[src/rtl/cnn_layer_sequencer_pkg.sv]
// cnn_layer_sequencer_pkg
//   Shared definitions for the CNN layer sequencer:
//   - DATA_LEN       : feature-map depth multiplier (bus width is 32*12*DATA_LEN)
//   - L_*            : cs_layer codes understood by cnn_layer
//   - sq_state_e     : 3-bit sequencer state encoding
//   - layer_tbl()    : fixed layer table, indexed by the layer counter; the last
//                      executed entry is always AFFINE
package cnn_layer_sequencer_pkg;

  localparam int DATA_LEN = 1;
  localparam int WD_W     = 12;

  localparam logic [3:0] L_CONV1  = 4'h1;
  localparam logic [3:0] L_POOL1  = 4'h2;
  localparam logic [3:0] L_CONV2  = 4'h3;
  localparam logic [3:0] L_POOL2  = 4'h4;
  localparam logic [3:0] L_CONV3  = 4'h5;
  localparam logic [3:0] L_POOL3  = 4'h6;
  localparam logic [3:0] L_AFFINE = 4'hF;

  typedef enum logic [2:0] {
    SQ_IDLE  = 3'd0,
    SQ_LOAD  = 3'd1,
    SQ_WAIT  = 3'd2,
    SQ_DRAIN = 3'd3,
    SQ_DONE  = 3'd4
  } sq_state_e;

  // Conv/pool pairs in order; deeper tables keep alternating CONV3/POOL3.
  function automatic logic [3:0] layer_tbl(input logic [3:0] idx, input logic [3:0] last_idx);
    logic [3:0] code;
    if (idx == last_idx) begin
      code = L_AFFINE;
    end else begin
      case (idx)
        4'd0:    code = L_CONV1;
        4'd1:    code = L_POOL1;
        4'd2:    code = L_CONV2;
        4'd3:    code = L_POOL2;
        4'd4:    code = L_CONV3;
        4'd5:    code = L_POOL3;
        default: code = idx[0] ? L_POOL3 : L_CONV3;
      endcase
    end
    return code;
  endfunction

endpackage

[src/rtl/layer_seq_fsm.sv]
// layer_seq_fsm
//   Control half of the layer sequencer: state register, layer index counter,
//   registered layer_load/layer_sel/busy/done and (optionally) the WAIT watchdog.
//   Optional feature: define CNN_SEQ_TIMEOUT_EN to enable the watchdog and err.
// Ports
//   clk, rst        clock, async active-high reset
//   start, abort    run request / cancel
//   layer_valid     level valid from cnn_layer
//   load_q          registered load pulse (ungated by abort)
//   sel_q           registered cs_layer code
//   busy_q, done_q  registered status
//   err_q           sticky timeout flag (0 when watchdog disabled)
//   cap_img         buffer should take img_d this edge
//   cap_q           buffer should take layer_q this edge
module layer_seq_fsm
  import cnn_layer_sequencer_pkg::*;
#(
  parameter int NUM_LAYERS = 4
`ifdef CNN_SEQ_TIMEOUT_EN
  , parameter int TIMEOUT  = 4095
`endif
) (
  input  logic       clk,
  input  logic       rst,
  input  logic       start,
  input  logic       abort,
  input  logic       layer_valid,
  output logic       load_q,
  output logic [3:0] sel_q,
  output logic       busy_q,
  output logic       done_q,
  output logic       err_q,
  output logic       cap_img,
  output logic       cap_q
);

  localparam logic [3:0] LAST_IDX = 4'(NUM_LAYERS - 1);

  sq_state_e  state_q;
  logic [3:0] idx_q;

  // Buffer strobes; abort always wins over a capture in the same cycle.
  assign cap_img = (state_q == SQ_IDLE) && start && !abort;
  assign cap_q   = (state_q == SQ_WAIT) && layer_valid && !abort;

`ifdef CNN_SEQ_TIMEOUT_EN
  // WAIT lasts at most TIMEOUT cycles; wd_q counts the WAIT cycles already spent.
  localparam logic [WD_W-1:0] WD_LAST = WD_W'(TIMEOUT - 1);
  logic [WD_W-1:0] wd_q;
`else
  assign err_q = 1'b0;
`endif

  always_ff @(posedge clk or posedge rst) begin
    if (rst) begin
      state_q <= SQ_IDLE;
      idx_q   <= '0;
      load_q  <= 1'b0;
      sel_q   <= '0;
      busy_q  <= 1'b0;
      done_q  <= 1'b0;
`ifdef CNN_SEQ_TIMEOUT_EN
      wd_q    <= '0;
      err_q   <= 1'b0;
`endif
    end else begin
      load_q <= 1'b0;
      done_q <= 1'b0;
      if (abort && (state_q != SQ_IDLE)) begin
        // idx and sel keep their values; the next start reloads both.
        state_q <= SQ_IDLE;
        busy_q  <= 1'b0;
      end else begin
        case (state_q)
          SQ_IDLE: begin
            if (start && !abort) begin
              state_q <= SQ_LOAD;
              idx_q   <= '0;
              load_q  <= 1'b1;
              sel_q   <= layer_tbl(4'd0, LAST_IDX);
              busy_q  <= 1'b1;
`ifdef CNN_SEQ_TIMEOUT_EN
              err_q   <= 1'b0;
`endif
            end
          end
          SQ_LOAD: begin
            state_q <= SQ_WAIT;
`ifdef CNN_SEQ_TIMEOUT_EN
            wd_q    <= '0;
`endif
          end
          SQ_WAIT: begin
            if (layer_valid) begin
              state_q <= SQ_DRAIN;
            end
`ifdef CNN_SEQ_TIMEOUT_EN
            else if (wd_q == WD_LAST) begin
              state_q <= SQ_IDLE;
              busy_q  <= 1'b0;
              err_q   <= 1'b1;
            end else begin
              wd_q <= wd_q + 1'b1;
            end
`endif
          end
          SQ_DRAIN: begin
            // Hold off the next load until cnn_layer has dropped valid,
            // so a long valid is never captured twice.
            if (!layer_valid) begin
              if (idx_q == LAST_IDX) begin
                state_q <= SQ_DONE;
                done_q  <= 1'b1;
              end else begin
                state_q <= SQ_LOAD;
                idx_q   <= idx_q + 4'd1;
                load_q  <= 1'b1;
                sel_q   <= layer_tbl(idx_q + 4'd1, LAST_IDX);
              end
            end
          end
          SQ_DONE: begin
            state_q <= SQ_IDLE;
            busy_q  <= 1'b0;
          end
          default: begin
            state_q <= SQ_IDLE;
            busy_q  <= 1'b0;
          end
        endcase
      end
    end
  end

endmodule

[src/rtl/cnn_layer_sequencer.sv]
// cnn_layer_sequencer
//   Top-level layer scheduler: captures img_d on an accepted start, then runs
//   cnn_layer once per layer-table entry, feeding each q back as the next d.
//   The final (AFFINE) output is left in the buffer and flagged with done.
//   Optional feature: define CNN_SEQ_TIMEOUT_EN for the WAIT watchdog (err, TIMEOUT).
// Ports
//   clk, rst               clock, async active-high reset
//   start, abort           run request / cancel
//   img_d   [DATA_W]       input feature map
//   layer_valid, layer_q   cnn_layer result handshake
//   layer_load, layer_sel  cnn_layer launch and cs_layer code
//   layer_d [DATA_W]       cnn_layer input (the feedback buffer)
//   busy, done, result     run status and final output
//   err                    watchdog timeout (sticky)
module cnn_layer_sequencer
  import cnn_layer_sequencer_pkg::*;
#(
  parameter int NUM_LAYERS = 4,
  parameter int DATA_W     = 32 * 12 * DATA_LEN
`ifdef CNN_SEQ_TIMEOUT_EN
  , parameter int TIMEOUT  = 4095
`endif
) (
  input  logic              clk,
  input  logic              rst,
  input  logic              start,
  input  logic              abort,
  input  logic [DATA_W-1:0] img_d,
  input  logic              layer_valid,
  input  logic [DATA_W-1:0] layer_q,
  output logic              layer_load,
  output logic [3:0]        layer_sel,
  output logic [DATA_W-1:0] layer_d,
  output logic              busy,
  output logic              done,
  output logic [DATA_W-1:0] result,
  output logic              err
);

  logic              load_q;
  logic              cap_img;
  logic              cap_q;
  logic [DATA_W-1:0] fbuf_q;
  logic [DATA_W-1:0] fbuf_d;

  layer_seq_fsm #(
    .NUM_LAYERS (NUM_LAYERS)
`ifdef CNN_SEQ_TIMEOUT_EN
    , .TIMEOUT  (TIMEOUT)
`endif
  ) u_fsm (
    .clk         (clk),
    .rst         (rst),
    .start       (start),
    .abort       (abort),
    .layer_valid (layer_valid),
    .load_q      (load_q),
    .sel_q       (layer_sel),
    .busy_q      (busy),
    .done_q      (done),
    .err_q       (err),
    .cap_img     (cap_img),
    .cap_q       (cap_q)
  );

  // Feedback buffer: image on start, each layer result on capture, else hold.
  always_comb begin
    fbuf_d = fbuf_q;
    if (cap_img)    fbuf_d = img_d;
    else if (cap_q) fbuf_d = layer_q;
  end

  always_ff @(posedge clk or posedge rst) begin
    if (rst) fbuf_q <= '0;
    else     fbuf_q <= fbuf_d;
  end

  // An abort landing in the LOAD cycle must not launch cnn_layer.
  assign layer_load = load_q & ~abort;
  assign layer_d    = fbuf_q;
  assign result     = fbuf_q;

endmodule

[config.mk]
export PLATFORM = sky130hd
export DESIGN_NAME = cnn_layer_sequencer
export DESIGN_NICKNAME = d
export VERILOG_FILES = /design/src/rtl/cnn_layer_sequencer_pkg.sv /design/src/rtl/layer_seq_fsm.sv /design/src/rtl/cnn_layer_sequencer.sv
export SDC_FILE = /design/constraint.sdc
export NUM_CORES = 1
export LEC_CHECK = 0
export BUFFER_PORTS_ARGS = -buffer_cell sky130_fd_sc_hd__buf_2
export CAP_MARGIN = 15
export CORE_AREA = 10 10 602 604
export CTS_BUF_LIST = sky130_fd_sc_hd__clkbuf_8
export DETAILED_ROUTE_END_ITERATION = 10
export DIE_AREA = 0 0 612 614
export GPL_ROUTABILITY_DRIVEN = 1
export GPL_TIMING_DRIVEN = 0
export PLACE_DENSITY = 0.33
export SYNTH_ARGS = -nofsm -noshare
export SYNTH_HDL_FRONTEND = slang
export SYNTH_HIERARCHICAL = 1
export SYNTH_SLANG_ARGS = --single-unit
[constraint.sdc]
create_clock -name clk -period 24.9 [get_ports clk]
set_clock_uncertainty 0.15 [all_clocks]
set_input_delay 1.245 -clock clk [delete_from_list [all_inputs] [get_ports clk]]
set_output_delay 1.245 -clock clk [all_outputs]
set_load 0.05 [all_outputs]
==> results_dict.tcl <==
set metrics [dict create \
    clockPowerShare 0.219 \
    start_util 0.0621 \
    start_kind "input port" \
    maxSlewViolCount 0 \
    power_frac_comb 0.527 \
    synth_seq_cells 398 \
    period_share 0.144 \
    place_ws_ns 20.18 \
    crit_fanout 12 \
    clk_latency_ns 0.90 \
    yosys_warnings 6 \
    areaGrowthSynthToFinish_pct 72.9 \
    holdBufCountCts 0 \
    cellPowerDensity_nw_per_um2 107 \
    synth_top_area_share 0.457 \
    rows 218 \
    place_hpwl_mm 277 \
    antenna_found_initial 214 \
    drive_gt1_frac 0.568 \
    drc 0 \
    seq_power_share 0.253 \
    dr.pass1.iters 5 \
    p_total_uw 4010 \
    grt_max_degree 100 \
    synthTopCellsByArea "dfrtp_1 46%, mux2i_1 18%, buf_4 13%" \
    synth_largest_area_cell "dfrtp_1" \
    ios 1549 \
    final_hold_viol_count 0 \
    syn_avg_cell_area_um2 10.2 \
    fp.dieH_um 614 \
    grtUsageTotal 0.153 \
    p_int_uw 1750 \
    synthSimpleGateAreaFrac 0.0753 \
    synthAdderAreaFrac 0.00287 \
    synth-edff-count 0 \
    synth_top_family_by_area "buffers and inverters" \
    wirelength_mm 302 \
    critPathRequiredTime_ns 25.57 \
    ys.flop_type "dfrtp_1" \
    clockRootBuffer "clkbuf_8" \
    muxShareOfSynthArea 0.177 \
    syn_inst 2144 \
    ys_seq_area_frac 0.457 \
    synth_xor_area_frac 0.000805 \
    layout_setup_ws_ns 21.31 \
    vias 24600 \
    final-seq-area_um2 9960 \
    ys_async_sr_fraction 1.00 \
    fin_area_um2 37600 \
    ys_types 42 \
    swShare 0.564 \
    slew_headroom 0.367 \
    finalSetupViolCount 0 \
    criticalPathCategory "in2reg" \
    avgRoutedWirePerCell_um 35.4 \
    fmax_mhz 279 \
    drtIter0Drc 1674 \
    rsz0062_at_grt "no" \
    tightestPinTransition_ns 0.950 \
    grt-ovfl-total 0 \
    htreeDepth 3 \
    netlist_area_um2 21800 \
    worstHoldPathType "reg2reg" \
    fin_crit_ns 3.59 \
    p_sw_uw 2260 \
    outcome "complete, no violations" \
    syn_nets 2922 \
    grt_pass1_wl_mm 360 \
    maxCapViolations 0 \
    fp.coreArea_um2 351000 \
    synth_compound_area_frac 0.0961 \
    endpoint_kind "flop" \
    tns_ns 0 \
    cp.arrival_ns 4.26 \
    cts_buffers 95 \
    cts.sinks 398 \
    cts_resized 0 \
    tritoncts "done" \
    path_clk_slew_ns 0.06 \
    p_leak_uw 0.0171 \
    via_per_inst 2.88 \
    grt_pass1_vias 25400 \
    ant_nets 0 \
    ctsLongestPathBuffers 4 \
    gp_congestion 0.882 \
    multiInputGateArea_um2 7670 \
    dieArea_um2 376000 \
    numPortBuffers 1547 \
    n_fill_cell 40900 \
    dpl_cell_area_um2 35400 \
    fin_nets 4571 \
    ir_worst_vdd_mv 0.0431 \
    cts_post_setup_buffers_inserted 0 \
    die_x_um 612 \
]
-- cells in the mapped netlist, types with 3 or more instances --
library cell  count
nand2_1         389
dfrtp_1         398
o21ai_1         362
clkbuf_1         28
ha_1              5
buf_4           388
mux2i_1         384
inv_1             7
buf_2            61
nor2b_1           3
a21oi_1           3
nor2_1            8
and3_1            3
nor3_1            3
buf_8             6
buf_12           34
o21ai_0          28
-- final cells by class --
class,count,share of cell area
flip-flops and latches,398,0.265
repair buffers,1552,0.209
multi-input cells,1220,0.204
well taps,4620,0.154
plain buffers,519,0.109
clock buffers,119,0.0435
clock inverters,44,0.0100
diodes,73,0.00485
inverters,7,0.000897
-- metrics by stage --
stage / utilization / cells / hold WS [ns]
6_report: 0.107 / 8552 / 0.300
5_1_grt: 0.107 / 8511 / 0.274
4_1_cts: 0.107 / 8479 / 0.193
3_5_place_dp: 0.101 / 8316 / 0.298
3_3_place_gp: 0.101 / 8311 / 0.298
2_1_floorplan: - / 2144 / 0.264
-- registers in the layout (all words and copies together) (netlist names) --
name	flops
u_fsm/busy_q	1
u_fsm/state_q	3
u_fsm/sel_q	4
u_fsm/done_q	1
u_fsm/load_q	1
layer_d	384
u_fsm/idx_q	4
-- layer usage --
layer,wire (um),share of wire,track usage,up-vias
met5,828,0.0027,0,-
met1,99200,0.33,0.148,12200
li1,-,-,-,10300
met3,42800,0.14,0.0972,525
met4,9180,0.030,0.0328,124
met2,150000,0.50,0.273,1484
-- power groups by stage --
| stage | clock network, uW | registers [uW] | logic, uW |
|---|---|---|---|
| 2_1_floorplan | 0 | 1350 | 865 |
| 4_1_cts | 927 | 1030 | 2180 |
| 3_5_place_dp | 0 | 1030 | 2180 |
| 5_1_grt | 947 | 1030 | 2220 |
| 3_3_place_gp | 0 | 1030 | 2180 |
| 6_report | 880 | 1020 | 2120 |
-- worst max-delay path, cell delays in order --
cell	delay, ns
buf_2	0.14
nor2_1	0.24
and3_1	0.38
buf_2	0.60
buf_2	0.81
buf_2	0.46
nand2_1	0.19
o21ai_1	0.11
-- cells in the final DEF, fill, tap and decap left out, types with 8 or more instances in the layout --
cell and count:
buf_12 34, o21ai_0 28, buf_4 388, clkbuf_8 119
o21ai_1 362, dfrtp_1 398, inv_1 31, mux2i_1 384
buf_2 1608, nor2_1 8, nand2_1 389, clkbuf_1 24
diode_2 73
-- path summary, 6_finish.rpt --
path                                                    from  cells past startpoint  slack [ns]                       end
worst min register to register  u_fsm/state_q[2]$_DFFE_PP0P_                      1        0.30  u_fsm/busy_q$_DFFE_PP0P_
worst min-delay path            u_fsm/state_q[2]$_DFFE_PP0P_                      1        0.30  u_fsm/busy_q$_DFFE_PP0P_
max in group asynchronous                                rst                      5       22.54  layer_d[115]$_DFFE_PP0P_
worst max-delay path                                   abort                      8       21.31   layer_d[41]$_DFFE_PP0P_
worst max register to register  u_fsm/state_q[0]$_DFFE_PP0P_                      7       21.36   layer_d[41]$_DFFE_PP0P_
min in group asynchronous                                rst                      2        0.32   layer_d[60]$_DFFE_PP0P_
-- logic make-up after synthesis --
logic type,after synthesis
other cells,1
flops,398
simple gates,419
fa+ha+maj,5
mux,385
compound gates,408
xor+xnor,2
buf+inv,526
No activity file was read; power rests on OpenSTA's default activity.
